--- src/rtl/l2_req_sched.sv ---
// Round-robin host request scheduler with global and per-channel outstanding-credit limits.
// Latency: input accept to o_req_v is 1 cycle; i_rsp_v to o_rsp_v is 1 cycle.
// Backpressure: one output register, reloaded when empty or o_req_r; responses cannot be stalled.
//
// Ports:
//   clk, reset                      clock, synchronous active-high reset
//   i_req_v/i_req_r/i_req_ea/i_req_sid   per-channel request inputs (i_req_r one-hot or zero)
//   o_req_v/o_req_r/o_req_ea/o_req_sid   host request (sid = {channel, local sid})
//   i_rsp_v/i_rsp_r/i_rsp_sid            host response (i_rsp_r tied high)
//   o_rsp_v/o_rsp_sid                    registered response to the demux
//   o_outst                              global outstanding count
//   o_err                                sticky credit-underflow flag
//   o_stat_issued/o_stat_stall           only when L2_REQ_SCHED_STATS_EN is defined
module l2_req_sched #(
  parameter int addr_width      = 64,
  parameter int nstrms          = 64,
  parameter int nstrms_width    = $clog2(nstrms),
  parameter int l2_nstrms       = 16,
  parameter int l2_nstrms_width = $clog2(l2_nstrms),
  parameter int channels        = nstrms / l2_nstrms,
  parameter int ch_width        = $clog2(channels),
  parameter int max_out         = 32,
  parameter int ch_max          = 16
) (
  input  logic                                clk,
  input  logic                                reset,
  input  logic [channels-1:0]                 i_req_v,
  output logic [channels-1:0]                 i_req_r,
  input  logic [channels*addr_width-1:0]      i_req_ea,
  input  logic [channels*l2_nstrms_width-1:0] i_req_sid,
  output logic                                o_req_v,
  input  logic                                o_req_r,
  output logic [addr_width-1:0]               o_req_ea,
  output logic [nstrms_width-1:0]             o_req_sid,
  input  logic                                i_rsp_v,
  output logic                                i_rsp_r,
  input  logic [nstrms_width-1:0]             i_rsp_sid,
  output logic                                o_rsp_v,
  output logic [nstrms_width-1:0]             o_rsp_sid,
  output logic [$clog2(max_out+1)-1:0]        o_outst,
  output logic                                o_err
`ifdef L2_REQ_SCHED_STATS_EN
  ,
  output logic [31:0]                         o_stat_issued,
  output logic [31:0]                         o_stat_stall
`endif
);

  localparam int GW = $clog2(max_out + 1);
  localparam int CW = $clog2(ch_max + 1);
  localparam logic [GW-1:0] G_MAX = GW'(max_out);
  localparam logic [CW-1:0] C_MAX = CW'(ch_max);

  typedef struct packed {
    logic [addr_width-1:0]   ea;
    logic [nstrms_width-1:0] sid;
  } hdr_t;

  logic                       req_v_q, req_v_d;
  hdr_t                       req_dat_q;
  logic [GW-1:0]              g_cnt_q, g_cnt_d;
  logic [CW-1:0]              ch_cnt_q [channels];
  logic [CW-1:0]              ch_cnt_d [channels];
  logic [ch_width-1:0]        rr_q, rr_d;
  logic                       rsp_v_q;
  logic [nstrms_width-1:0]    rsp_sid_q;
  logic                       err_q, err_d;

  logic [addr_width-1:0]      ea_a  [channels];
  logic [l2_nstrms_width-1:0] sid_a [channels];
  logic [channels-1:0]        elig;
  logic [ch_width-1:0]        scan_idx, win_idx, rsp_ch;
  logic                       load, found, accept, g_dec;

  // Arbitration. rr_q holds the first channel to scan, i.e. one past the last winner,
  // so channel 0 wins first out of reset. Credit checks use registered counts only.
  always_comb begin
    load     = ~req_v_q | o_req_r;
    found    = 1'b0;
    win_idx  = '0;
    scan_idx = '0;
    i_req_r  = '0;
    for (int c = 0; c < channels; c++) begin
      ea_a[c]  = i_req_ea[c*addr_width +: addr_width];
      sid_a[c] = i_req_sid[c*l2_nstrms_width +: l2_nstrms_width];
      elig[c]  = i_req_v[c] & (ch_cnt_q[c] < C_MAX) & (g_cnt_q < G_MAX);
    end
    for (int i = 0; i < channels; i++) begin
      scan_idx = rr_q + ch_width'(i);
      if (!found && elig[scan_idx]) begin
        found   = 1'b1;
        win_idx = scan_idx;
      end
    end
    // No handshake is offered while reset is high, since the counters would drop it.
    accept = load & found & ~reset;
    for (int c = 0; c < channels; c++) begin
      i_req_r[c] = accept & (win_idx == ch_width'(c));
    end
  end

  // Credit bookkeeping. A return against an empty counter saturates at zero and flags o_err.
  always_comb begin
    rsp_ch  = i_rsp_sid[nstrms_width-1 -: ch_width];
    g_dec   = i_rsp_v & (g_cnt_q != '0);
    g_cnt_d = g_cnt_q + GW'(accept) - GW'(g_dec);
    err_d   = err_q | (i_rsp_v & ((g_cnt_q == '0) | (ch_cnt_q[rsp_ch] == '0)));
    for (int c = 0; c < channels; c++) begin
      ch_cnt_d[c] = ch_cnt_q[c]
                  + CW'(accept & (win_idx == ch_width'(c)))
                  - CW'(i_rsp_v & (rsp_ch == ch_width'(c)) & (ch_cnt_q[c] != '0));
    end
    rr_d    = accept ? win_idx + ch_width'(1) : rr_q;
    req_v_d = accept ? 1'b1 : (o_req_r ? 1'b0 : req_v_q);
  end

  always_ff @(posedge clk) begin
    if (reset) begin
      req_v_q <= 1'b0;
      g_cnt_q <= '0;
      rr_q    <= '0;
      rsp_v_q <= 1'b0;
      err_q   <= 1'b0;
      for (int c = 0; c < channels; c++) ch_cnt_q[c] <= '0;
    end else begin
      req_v_q <= req_v_d;
      g_cnt_q <= g_cnt_d;
      rr_q    <= rr_d;
      rsp_v_q <= i_rsp_v;
      err_q   <= err_d;
      for (int c = 0; c < channels; c++) ch_cnt_q[c] <= ch_cnt_d[c];
    end
  end

  // Payload registers carry no reset; they are qualified by their valids.
  always_ff @(posedge clk) begin
    if (accept) begin
      req_dat_q.ea  <= ea_a[win_idx];
      req_dat_q.sid <= {win_idx, sid_a[win_idx]};
    end
    rsp_sid_q <= i_rsp_sid;
  end

  assign o_req_v   = req_v_q;
  assign o_req_ea  = req_dat_q.ea;
  assign o_req_sid = req_dat_q.sid;
  assign i_rsp_r   = 1'b1;
  assign o_rsp_v   = rsp_v_q;
  assign o_rsp_sid = rsp_sid_q;
  assign o_outst   = g_cnt_q;
  assign o_err     = err_q;

`ifdef L2_REQ_SCHED_STATS_EN
  logic [31:0] issued_q, stall_q;

  always_ff @(posedge clk) begin
    if (reset) begin
      issued_q <= '0;
      stall_q  <= '0;
    end else begin
      issued_q <= issued_q + 32'(accept);
      // A stall is a cycle where someone is asking and the output could load but no credit allows it.
      if ((|i_req_v) && load && !found && (stall_q != '1)) stall_q <= stall_q + 32'd1;
    end
  end

  assign o_stat_issued = issued_q;
  assign o_stat_stall  = stall_q;
`else
  // Statistics counters are not built in this configuration.
`endif

endmodule

--- config.mk ---
export PLATFORM = sky130hd
export DESIGN_NAME = l2_req_sched
export DESIGN_NICKNAME = d
export VERILOG_FILES = /design/src/rtl/l2_req_sched.sv
export SDC_FILE = /design/constraint.sdc
export NUM_CORES = 1
export LEC_CHECK = 0
export ABC_AREA = 1
export BUFFER_PORTS_ARGS = -buffer_cell sky130_fd_sc_hd__clkbuf_2
export CORE_AREA = 3 3 145 147
export CTS_CLUSTER_SIZE = 12
export DETAILED_ROUTE_END_ITERATION = 10
export DIE_AREA = 0 0 148 150
export GPL_TIMING_DRIVEN = 0
export PLACE_DENSITY_LB_ADDON = 0.2
export SLEW_MARGIN = 0
export SYNTH_ARGS = -nofsm -noshare
export SYNTH_HDL_FRONTEND = slang
export SYNTH_SLANG_ARGS = --single-unit
--- constraint.sdc ---
create_clock -name clk -period 10.55 [get_ports clk]
set_clock_uncertainty 0.05 [all_clocks]
set_input_delay 0.5275 -clock clk [delete_from_list [all_inputs] [get_ports clk]]
set_output_delay 0.5275 -clock clk [all_outputs]
set_load 0.05 [all_outputs]
* Word-level counts from Yosys, hierarchy flattened
Memory sizes are Yosys's and may differ from the RTL's.
Cells that the tools add are included.
** Storage, ports and cells
- Memories kept :: 1
- Output and inout port bits :: 90
- Input bits :: 286
- Register bits :: 87
- Memory bits (writable) :: 20
** Memory list
- ch_cnt_q :: depth 4, width 5, read ports 5, clocked after memory_dff 0, write ports 4, line 62 : logic [CW-1:0] ch_cnt_q [channels];
** Cells by class
- $add $sub $neg :: 14
- Bitwise operators :: 38
- Reduce and logical (&&, ||, !) cells :: 16
- Multiplexer cells :: 31
- Eq/ne operators :: 6
- $lt $le $gt $ge :: 10
** Operators by type and width (count)
- 64-bit binary-select mux with 2-bit select :: 1
- 64-bit two-way mux :: 2
- 1-bit bitwise AND :: 28
- 5-bit by 1-bit adder with 5-bit output :: 4
- 5-bit < comparator (second input constant) :: 4
- 5-bit two-way mux :: 4
- 5-bit nonzero test :: 4
- 5-bit by 1-bit subtractor with 5-bit output :: 4
- 1-bit two-way mux :: 13
- 2-bit by 3-bit < comparator with 1-bit output (second input constant) :: 4
- 1-bit binary-select mux with 2-bit select :: 4
- 4-bit binary-select mux with 2-bit select :: 1
- 2-bit == test (second input constant) :: 4
- 2-bit two-way mux :: 4
- 4-bit two-way mux :: 2
- 1-bit bitwise OR :: 7
- 6-bit by 1-bit adder with 6-bit output :: 1
- 6-bit logical NOT :: 1
- 6-bit < comparator (second input constant) :: 1
- 6-bit nonzero test :: 1
- 6-bit by 1-bit subtractor with 6-bit output :: 1
- 5-bit logical NOT :: 1
- 2-bit by 1-bit adder with 2-bit output (second input constant) :: 2
- 2-bit adder (second input constant) :: 2
- other kinds (8) :: 15

* Depth between registers and ports, before layout
Gate-level depths: netlist of run 1.
An unclocked memory read counts as a cell.
- Word-level depth :: 22
- Depth in mapped cells :: 24
- Gate-level depth less buffers :: 21

* Worst setup path before layout of run 1
OpenSTA, ideal clock, no wires.
- Path type :: register to register
- Start :: reg g_cnt_q[5] (netlist: o_outst[5])
- End :: mem ch_cnt_q[0][4] (netlist bit)
- Data required time :: 10378 ps
- Path slack :: 3521 ps
- Setup time :: 122 ps
- Stages on the path, launching flop included :: 19
- Arrival time :: 6857 ps
- Path buffers :: 0
- Path through :: dfxtp_1 > nor2_1 > nand3_1 > nand2_2 > nand2_1 > nand2_2 > nor2_1 > nand2_1 > nand2_1 > nor2_1 > inv_1 > nor2_1 > ha_1 > inv_1 > fa_1 > o21ai_0 > a21oi_1 > o21ai_0 > a21oi_1
** RTL lines
- start, declared :: line 61 : logic [GW-1:0] g_cnt_q, g_cnt_d;
- start signal, assigned :: line 127 : g_cnt_q <= g_cnt_d;
- end, declared :: line 62

==> summary.txt, run 1 <==
status = completed
clk slew on worst S/H paths = 0.08 ns
Hold Startpoint = i_rsp_sid[1]
die area = 0.0222 mm²
TritonCTS Buffers = 9
fmax = 254 MHz
Clock power frac = 7.9%
GP Congestion = 0.933
ANT nets after route = 0
CTS tree = yes
Post-Synthesis Cell Area = 0.00814 mm²
Initial DRC Count = 500
Synth Warn # = 0
MaxCap Viol Count = 0
P_sw = 2.46 mW
register area share after synthesis = 34.9%
most frequent cells in the layout = 374 x clkbuf_2, 361 x nand3_1, 341 x inv_1
vias in the first global route = 8532
delay-heaviest family, CP = simple AND/OR/NAND/NOR gates
minimum clock period after layout = 3.94 ns
FF-to-FF Start = o_outst[5]
H-tree depth = 3
Setup crit start kind = flip-flop
antenna violations before repair = 0
power density cells = 406 mW/mm²
Pint = 1.88 mW
CTS resizes = 0
first-pass GRT wire length = 45000 µm
layout cells sized above 1 = 28.5%
Max VDD drop = 161 µV
critical path data arrival time = 4.14 ns
Hold Path Class = in -> reg
CP Class = reg -> reg
Sw Share = 56.8%
slowest stage delay, CP = 0.57 ns
RR Endpoint = ch_cnt_q[0][4]
CP max FO = 28
reg2reg setup slack = 6.61 ns
Initial Utilization = 40.6%
Post-CTS Hold Buffers = 0
Synth Area per Inst = 6.71 µm²
Area growth, synth to finish = 31.2%
synthesized instance count = 1214
Req. time, crit path = 10.74 ns
Slew @ Worst Pin = 0.699 ns
combinational power share = 71.9%
clock sinks = 107
CP max stage cell = nor2_4
Die Height = 150 µm
Core Box Area = 0.0200 mm²
Hold Crit Depth = 1
Final Max Slew Viols = 0
largest net degree at the start of global routing = 29
clock root cell = clkbuf_16
crit share post-route = 37.4%
worst-case hold path end point = o_rsp_sid[1]
drt pass-1 iters = 7
leak pwr = 6.42 nW
die width = 148 µm
Worst setup EP type = flip-flop
Routed WL per cell = 15.8 µm
Synth Net Count = 1540
GRT Total Usage = 25.7%
WL final = 29700 µm
nets = 1927
Worst-Skew Late Latency = 0.35 ns
total number of vias = 9058
Reg power frac = 20.3%
Site Rows = 52
Finished Core Util = 53.3%
ant diodes = 0
total congestion overflow = 0
commonest non-fill, non-tap cell in the layout = clkbuf_2
# setup viols final = 0
RSZ-0062 raised after global routing = false
Slew HR = 53.3%
Clock Path Buffers = 2
HPWL after detailed placement = 23700 µm
Port Buffer Count = 374
register bit total from synthesis = 107
reg2reg path depth = 19
final count of hold timing violations = 0
DRC Markers = 0
I/O Pins = 376
CP Buf/Inv Count = 3
distinct cell type count after synthesis = 32
postcts setup bufs = 0
post-route setup TNS = 0 ns
vias per cell = 4.83
critical path, cell by cell = nor2_1, nand3_1, nand2_2, nand2_1, nand2_2, nor2_1, nand2_1, nand2_1, nor2_4, buf_12, inv_1, nor2_1, ha_1, inv_1, fa_1, o21ai_0, a21oi_1, o21ai_0, a21oi_1
[area by class of cell]
type / instances / area (µm²)
clock buffer: 12 / 246
buffer: 69 / 393
inverter: 345 / 1300
tap: 270 / 338
timing repair buffer: 376 / 1910
fill: 2109 / 9360
clock inverter: 4 / 32.5
sequential: 107 / 2840
multi-input combinational: 693 / 3620
[flip-flops by register name, summed over array words and instances (netlist names)]
register	flops
o_rsp_v	1
o_req_sid	6
rr_q	2
o_outst	6
o_req_ea	64
o_err	1
o_req_v	1
ch_cnt_q	20
o_rsp_sid	6
[kinds of logic (layout without fill, tap and decap cells)]
group,count (synthesis),count (layout),synth area share (%)
xor gates and xnor gates,2,2,0.215
AOI/OAI and AO/OA,58,58,4.03
adders and majority gates,40,40,6.61
and+or+nand+nor,592,592,33.4
buffers and inverters,414,806,20.8
other,1,1,0.0461
DFF,107,107,34.9
[power by group through the flow]
stage               Combinational [mW]  Clock, mW  Sequential (mW)
floorplan                         1.72          0             1.44
global placement                  3.06          0            0.907
detailed placement                3.12          0            0.888
CTS                               3.13      0.348            0.879
global route                      3.46      0.364            0.894
finish                            3.12      0.341            0.879
[cell usage after synthesis]
master    instances  area, µm²
nand3_1         361       1810
inv_1           341       1280
nand2_1         183        687
edfxtp_1         70       2100
buf_2            38        190
dfxtp_1          37        741
ha_1             35        438
nor2_1           34        128
a21oi_1          26        130
o21ai_0          17       85.1
clkbuf_1         11       41.3
buf_4             9       67.6
buf_6             7       78.8
a41oi_1           5       43.8
fa_1              5        100
buf_1             4       15.0
nand2_2           4       25.0
inv_2             3       11.3
nand3_2           3       30.0
nor3_1            3       15.0
o211ai_1          3       22.5
a211oi_1          2       15.0
nand4_1           2       12.5
o21ai_1           2       10.0
o21bai_1          2       15.0
a31oi_1           1       6.26
conb_1            1       3.75
inv_4             1       6.26
nand2_4           1       11.3
nor2_2            1       6.26
xnor2_1           1       8.76
xor2_1            1       8.76
[routing by layer]
layer	global-route usage (%)	routed length, µm	vias up
li1	-	-	4571
met3	6.18	2600	63
met4	8.64	877	0
met2	44.3	14400	362
met1	31.6	11800	4062
met5	0	0	-
[worst max path at each step]
stage | startpoint | to | slack, ns | depth (start not counted)
global placement | i_req_v[0] | ch_cnt_q[0][4] | 1.37 | 18
detailed placement | i_req_v[0] | ch_cnt_q[0][4] | 6.56 | 19
floorplan | o_outst[5] | ch_cnt_q[0][4] | 3.52 | 18
finish | o_outst[5] | ch_cnt_q[0][4] | 6.61 | 19
CTS | o_outst[5] | ch_cnt_q[0][4] | 6.62 | 19
global route | o_outst[5] | ch_cnt_q[0][4] | 6.19 | 19
[metrics by stage]
stage / power [mW] / cell area (µm²) / std cells / setup slack (ns) / hold WS [ns]
2_1_floorplan: 3.17 / 8140 / 1214 / 3.52 / 0.480
3_3_place_gp: 3.97 / 10400 / 1858 / 1.37 / 0.430
3_5_place_dp: 4.01 / 10400 / 1860 / 6.56 / 0.433
4_1_cts: 4.36 / 10700 / 1876 / 6.62 / 0.203
5_1_grt: 4.72 / 10700 / 1876 / 6.19 / 0.200
6_report: 4.34 / 10700 / 1876 / 6.61 / 0.212
No activity file was read; power rests on OpenSTA's default activity.
==> run 2, diff against run 1 <==
--- a/config.mk
+++ b/config.mk
@@ -7,10 +7,10 @@
 export LEC_CHECK = 0
 export ABC_AREA = 1
 export BUFFER_PORTS_ARGS = -buffer_cell sky130_fd_sc_hd__clkbuf_2
-export CORE_AREA = 3 3 145 147
+export CORE_AREA = 3 3 147 149
 export CTS_CLUSTER_SIZE = 12
 export DETAILED_ROUTE_END_ITERATION = 10
-export DIE_AREA = 0 0 148 150
+export DIE_AREA = 0 0 150 152
 export GPL_TIMING_DRIVEN = 0
 export PLACE_DENSITY_LB_ADDON = 0.2
 export SLEW_MARGIN = 0
==> constraint.sdc (replaced) <==
create_clock -name clk -period 3.69 [get_ports clk]
set_clock_uncertainty 0.05 [all_clocks]
set_input_delay 0.1845 -clock clk [delete_from_list [all_inputs] [get_ports clk]]
set_output_delay 0.1845 -clock clk [all_outputs]
set_load 0.05 [all_outputs]
==> run 2 against run 1 <==
Net effect:
- core utilization is 0.63 points higher
- largest power group unchanged
- critical endpoint is now ch_cnt_q[3][4]
- clock-buffer cell count decreased by 2
- critical path type unchanged
- non-clock buffer count is 16 higher
- register-to-register slack lost 6.3 ns
- maximum frequency increased by 18%
- total power rose to 2.9 times the previous value
- critical path depth is 4 higher
- worst setup slack lost 6.3 ns
==> summary.txt, run 2 (same netlist as run 1, synthesis figures left out) <==
Hold WS = 0.0515 ns (-0.160 ns)
Slew @ Worst Pin = 0.603 ns (-0.0957 ns)
most frequent cells in the layout = 375 x clkbuf_2, 361 x nand3_1, 338 x inv_1
vias per cell = 4.85 (+0.52%)
Finished Layout Cells = 1892 (+0.85%)
H-tree depth = 3 (unchanged)
commonest non-fill, non-tap cell in the layout = clkbuf_2
leak pwr = 6.52 nW (+1.5%)
Final Max Slew Viols = 0 (unchanged)
Finished Cell Area = 0.0109 mm² (+2.5%)
final critical-path setup slack = 0.348 ns (-6.26 ns)
CTS tree = yes
Hold Path Class = in -> reg
Die Height = 152 µm (+1.3%)
critical path, cell by cell = buf_4, inv_4, nand2_1, nand2_1, nand3_1, nand2_1, nand2_1, nand3_1, nand2_1, clkbuf_4, nand2_4, buf_6, ha_1, inv_1, nor2_2, ha_1, fa_1, nand2_1, a21oi_1, nor2_1, buf_4, a21oi_1, nor2_1
Req. time, crit path = 3.95 ns (-6.79 ns)
minimum clock period after layout = 3.34 ns (-0.600 ns)
ANT nets after route = 0 (unchanged)
clk slew on worst S/H paths = 0.09 ns (about the same)
pre-CTS setup slack = 0.147 ns (-6.42 ns)
total congestion overflow = 0 (unchanged)
Worst-Skew Late Latency = 0.36 ns (about the same)
CP max stage cell = fa_1
layout cells sized above 1 = 30.3% (+1.8 points)
max FFs per register = 64 (unchanged)
critical path data arrival time = 3.60 ns (-0.54 ns)
Initial Utilization = 40.1% (-0.52 points)
# setup viols final = 0 (unchanged)
vias in the first global route = 8650 (+1.4%)
status = completed
fmax = 299 MHz (+18%)
largest net degree at the start of global routing = 31 (+6.9%)
Setup crit start kind = flip-flop
total number of vias = 9183 (+1.4%)
GP Congestion = 0.947 (+1.5%)
first-pass GRT wire length = 46000 µm (+2.3%)
Port Buffer Count = 374 (unchanged)
antenna violations before repair = 0 (unchanged)
DP Area = 0.0105 mm² (+0.93%)
Area growth, synth to finish = 34.4%
nets = 1943 (+0.83%)
crit share post-route = 90.6% (+53 points)
WL final = 30000 µm (+0.93%)
die area = 0.0228 mm² (+2.7%)
Slew HR = 59.8% (+6.5 points)
most frequent CP cell = nand2_1
drt pass-1 iters = 5 (-2)
Core Box Area = 0.0203 mm² (+1.3%)
die width = 150 µm (+1.4%)
Routed WL per cell = 15.8 µm (about the same)
dpl cells = 1860 (unchanged)
post-route setup TNS = 0 ns (unchanged)
ant diodes = 0 (unchanged)
DRC Markers = 0 (unchanged)
Initial DRC Count = 548 (+9.6%)
CP max FO = 12 (-57%)
GRT Total Usage = 25.4% (-0.32 points)
clock sinks = 107 (unchanged)
TritonCTS Buffers = 9 (unchanged)
Finished Core Util = 53.9% (+0.63 points)
Clock Path Buffers = 2 (unchanged)
RSZ-0062 raised after global routing = false
Max VDD drop = 455 µV (+180%)
I/O Pins = 376 (unchanged)
clock root cell = clkbuf_16
Site Rows = 52 (unchanged)
HPWL after detailed placement = 23600 µm (-0.66%)
final count of hold timing violations = 0 (unchanged)
Worst setup EP type = flip-flop
power density cells = 1160 mW/mm² (+190%)
MaxCap Viol Count = 0 (unchanged)
slowest stage delay, CP = 0.40 ns (-0.17 ns)
Design Power = 12.7 mW (+190%)
CP Class = reg -> reg
[run 2: timing repair]
action                     CTS  global route
setup buffers                0            10
gates resized for setup      0             4
hold endpoints to repair     6             0
setup endpoints to repair    0             5
hold buffers                 6             0
[run 2: layout make-up]
cell class,count,area (µm²)
fill,2087,9360
multi-input combinational,693,3710
sequential,107,2850
timing repair buffer,392,2060
inverter,345,1300
buffer,69,400
tap,270,338
clock buffer,10,239
clock inverter,6,55.1
[run 2: metal layers]
| layer | vias to the layer above | wire length, µm | track usage [%] |
|---|---|---|---|
| met1 | 4136 | 12200 | 32.6 |
| met5 | - | 0 | 0 |
| met2 | 392 | 14600 | 42.9 |
| met3 | 57 | 2240 | 3.66 |
| li1 | 4598 | - | - |
| met4 | 0 | 984 | 9.89 |
[run 2: critical path, delay by kind of cell (launching register included)]
family          cells  cell delay (ns)
buf+inv             6             0.88
fa+ha+maj           3             0.82
flops               1             0.31
simple gates       12             1.09
compound gates      2             0.09
[run 2: where the power goes]
part           switching, mW  total (mW)  internal [mW]
combinational           6.41        9.19           2.78
sequential             0.229        2.51           2.28
clock                  0.519        1.01          0.495
[run 2: path summary, 6_finish.rpt]
kind | depth (start not counted) | endpoint | slack, ns | from
max | 23 | ch_cnt_q[3][4] | 0.35 | rr_q[0]
min | 2 | ch_cnt_q[1][0] | 0.05 | reset
max reg2reg | 23 | ch_cnt_q[3][4] | 0.35 | rr_q[0]
min reg2reg | 2 | o_err | 0.42 | o_err
==> run 3, diff against run 2 <==
--- a/config.mk
+++ b/config.mk
@@ -6,11 +6,12 @@
 export NUM_CORES = 1
 export LEC_CHECK = 0
 export ABC_AREA = 1
-export BUFFER_PORTS_ARGS = -buffer_cell sky130_fd_sc_hd__clkbuf_2
-export CORE_AREA = 3 3 147 149
+export CORE_ASPECT_RATIO = 0.7
+export CORE_MARGIN = 3
+export CORE_UTILIZATION = 42
 export CTS_CLUSTER_SIZE = 12
 export DETAILED_ROUTE_END_ITERATION = 10
-export DIE_AREA = 0 0 150 152
+export DONT_BUFFER_PORTS = 1
 export GPL_TIMING_DRIVEN = 0
 export PLACE_DENSITY_LB_ADDON = 0.2
 export SLEW_MARGIN = 0
==> run 3 against run 2 <==
Net effect:
- final area down 16%
- non-clock buffer count shrank 371
- largest cell class unchanged
- cell count down 20%
- clock-buffer cell count unchanged
- critical endpoint is now o_outst[4]
- global-route usage grew 0.075 points
- first-iteration DRC count up 20%
==> summary.txt, run 3 (same netlist as run 1, synthesis figures left out) <==
final count of hold timing violations = 0 (unchanged)
Worst setup EP type = flip-flop
drt pass-1 iters = 5 (unchanged)
GP Congestion = 0.920 (-2.9%)
Hold Path Class = in -> reg
Routed WL per cell = 19.1 µm (+20%)
die width = 172 µm (+15%)
DRC Markers = 0 (unchanged)
CP Buf/Inv Count = 6 (unchanged)
H-tree depth = 3 (unchanged)
vias per cell = 5.27 (+8.5%)
slowest stage delay, CP = 0.51 ns (+0.11 ns)
Req. time, crit path = 3.88 ns (-0.07 ns)
status = completed
total number of vias = 7948 (-13%)
Initial Utilization = 44.0% (+3.9 points)
crit share post-route = 94.4% (+3.9 points)
CP max stage cell = dfxtp_4
clock root cell = clkbuf_16
Slew HR = 55.5% (-4.3 points)
TritonCTS Buffers = 9 (unchanged)
nets = 1572 (-19%)
max FFs per register = 64 (unchanged)
clock sinks = 107 (unchanged)
GRT Total Usage = 25.5% (+0.075 points)
CP max FO = 31 (+19)
Finished Core Util = 49.4% (-4.5 points)
Slew @ Worst Pin = 0.666 ns (+0.0629 ns)
Die Height = 122 µm (-19%)
fmax = 287 MHz (-4.1%)
clk slew on worst S/H paths = 0.08 ns (about the same)
minimum clock period after layout = 3.48 ns (+0.142 ns)
ANT nets after route = 0 (unchanged)
Setup crit start kind = flip-flop
die area = 0.0211 mm² (-7.4%)
# setup viols final = 0 (unchanged)
dpl cells = 1474 (-21%)
first-pass GRT wire length = 40900 µm (-11%)
CTS tree = yes
MaxCap Viol Count = 0 (unchanged)
RSZ-0062 raised after global routing = false
total congestion overflow = 0 (unchanged)
commonest non-fill, non-tap cell in the layout = nand3_1
Clock Path Buffers = 2 (unchanged)
Finished Layout Cells = 1509 (-20%)
critical path, cell by cell = inv_2, nand3_1, nand2_1, nand3_1, nand2_2, nor2_1, nand2_2, buf_12, nand2_2, nor2_4, buf_12, buf_12, nor2_4, inv_1, nand2_1, ha_1, inv_1, fa_1, nor3_1, a211oi_1, o21ai_0, a21oi_1
layout cells sized above 1 = 9.91% (-20 points)
Area growth, synth to finish = 12.4%
I/O Pins = 376 (unchanged)
Site Rows = 41 (-21%)
Worst-Skew Late Latency = 0.36 ns (about the same)
Initial DRC Count = 659 (+20%)
Port Buffer Count = 0 (-100%)
most frequent cells in the layout = 360 x nand3_1, 337 x inv_1, 179 x nand2_1
largest net degree at the start of global routing = 32 (+3.2%)
ant diodes = 0 (unchanged)
Core Box Area = 0.0185 mm² (-8.8%)
WL final = 28800 µm (-4.0%)
delay-heaviest family, CP = simple AND/OR/NAND/NOR gates
Final Max Slew Viols = 0 (unchanged)
vias in the first global route = 7198 (-17%)
critical path data arrival time = 3.68 ns (+0.08 ns)
HPWL after detailed placement = 22100 µm (-6.4%)
CP Class = reg -> reg
antenna violations before repair = 0 (unchanged)
run 3: cell types whose count changed in the layout (fill, tap and decap cells not counted), moves of 2 or more:
cell | before | now
buf_12 | 3 | 5
nand2_1 | 181 | 179
dlygate4sd3_1 | 6 | 8
buf_4 | 17 | 19
inv_8 | 3 | 1
nor2_4 | 6 | 8
inv_6 | 0 | 2
clkbuf_2 | 375 | 0
run 3: cell type report:
class,instances,area (µm²)
Inverter,345,1300
Sequential cell,107,2850
Clock inverter,6,48.8
Timing Repair Buffer,22,235
Tap cell,258,323
Fill cell,1906,9370
Clock buffer,10,229
Buffer,68,407
Multi-Input combinational cell,693,3760
run 3: what timing repair did:
action	4_1_cts	5_1_grt
endpoints found under the setup margin	6	5
hold buffers	8	0
buffers inserted	3	9
gates resized for setup	7	16
pin swaps	3	5
endpoints found under the hold margin	10	0
run 3: metal layers:
| layer | GRT usage [%] | part of all wire [%] | vias to the layer above | wire length [µm] |
|---|---|---|---|---|
| li1 | - | - | 3862 | - |
| met1 | 34.2 | 43 | 3637 | 12400 |
| met2 | 41.8 | 47 | 413 | 13500 |
| met3 | 5.70 | 8.3 | 36 | 2390 |
| met4 | 6.33 | 1.8 | 0 | 520 |
| met5 | 0 | 0 | - | 0 |
run 3: worst register-to-register path: stages, from the launching register on:
cell,delay [ns]
dfxtp_4,0.51
inv_2,0.10
nand3_1,0.11
nand2_1,0.09
nand3_1,0.09
nand2_2,0.08
nor2_1,0.12
nand2_2,0.11
buf_12,0.14
nand2_2,0.12
nor2_4,0.07
buf_12,0.17
buf_12,0.22
nor2_4,0.15
inv_1,0.07
nand2_1,0.06
ha_1,0.17
inv_1,0.06
fa_1,0.39
nor3_1,0.19
a211oi_1,0.08
o21ai_0,0.15
a21oi_1,0.07
run 3: per-stage QoR:
step	setup TNS, ns	worst slack (ns)	hold WS, ns	cell area [µm²]
3_5_place_dp	-0.585	-0.219	0.162	8610
5_1_grt	0	0.000251	0.0283	9150
6_report	0	0.205	0.0271	9150
2_1_floorplan	-5.39	-0.544	0.162	8250
4_1_cts	0	0.00482	0.0117	9020
3_3_place_gp	-38.56	-1.92	0.162	8570
run 3: final timing paths:
check	from	endpoint	slack, ns	cells past startpoint
worst max-delay path	o_outst[5]	o_outst[4]	0.21	22
worst min-delay path	o_req_r	o_req_v	0.03	3
worst max register to register	o_outst[5]	o_outst[4]	0.21	22
worst min register to register	ch_cnt_q[3][3]	ch_cnt_q[3][4]	0.53	3
Power of run 3 is left out: the tool's default activity adds up to more than one toggle a clock period on the data nets, which glitch-free logic cannot reach.
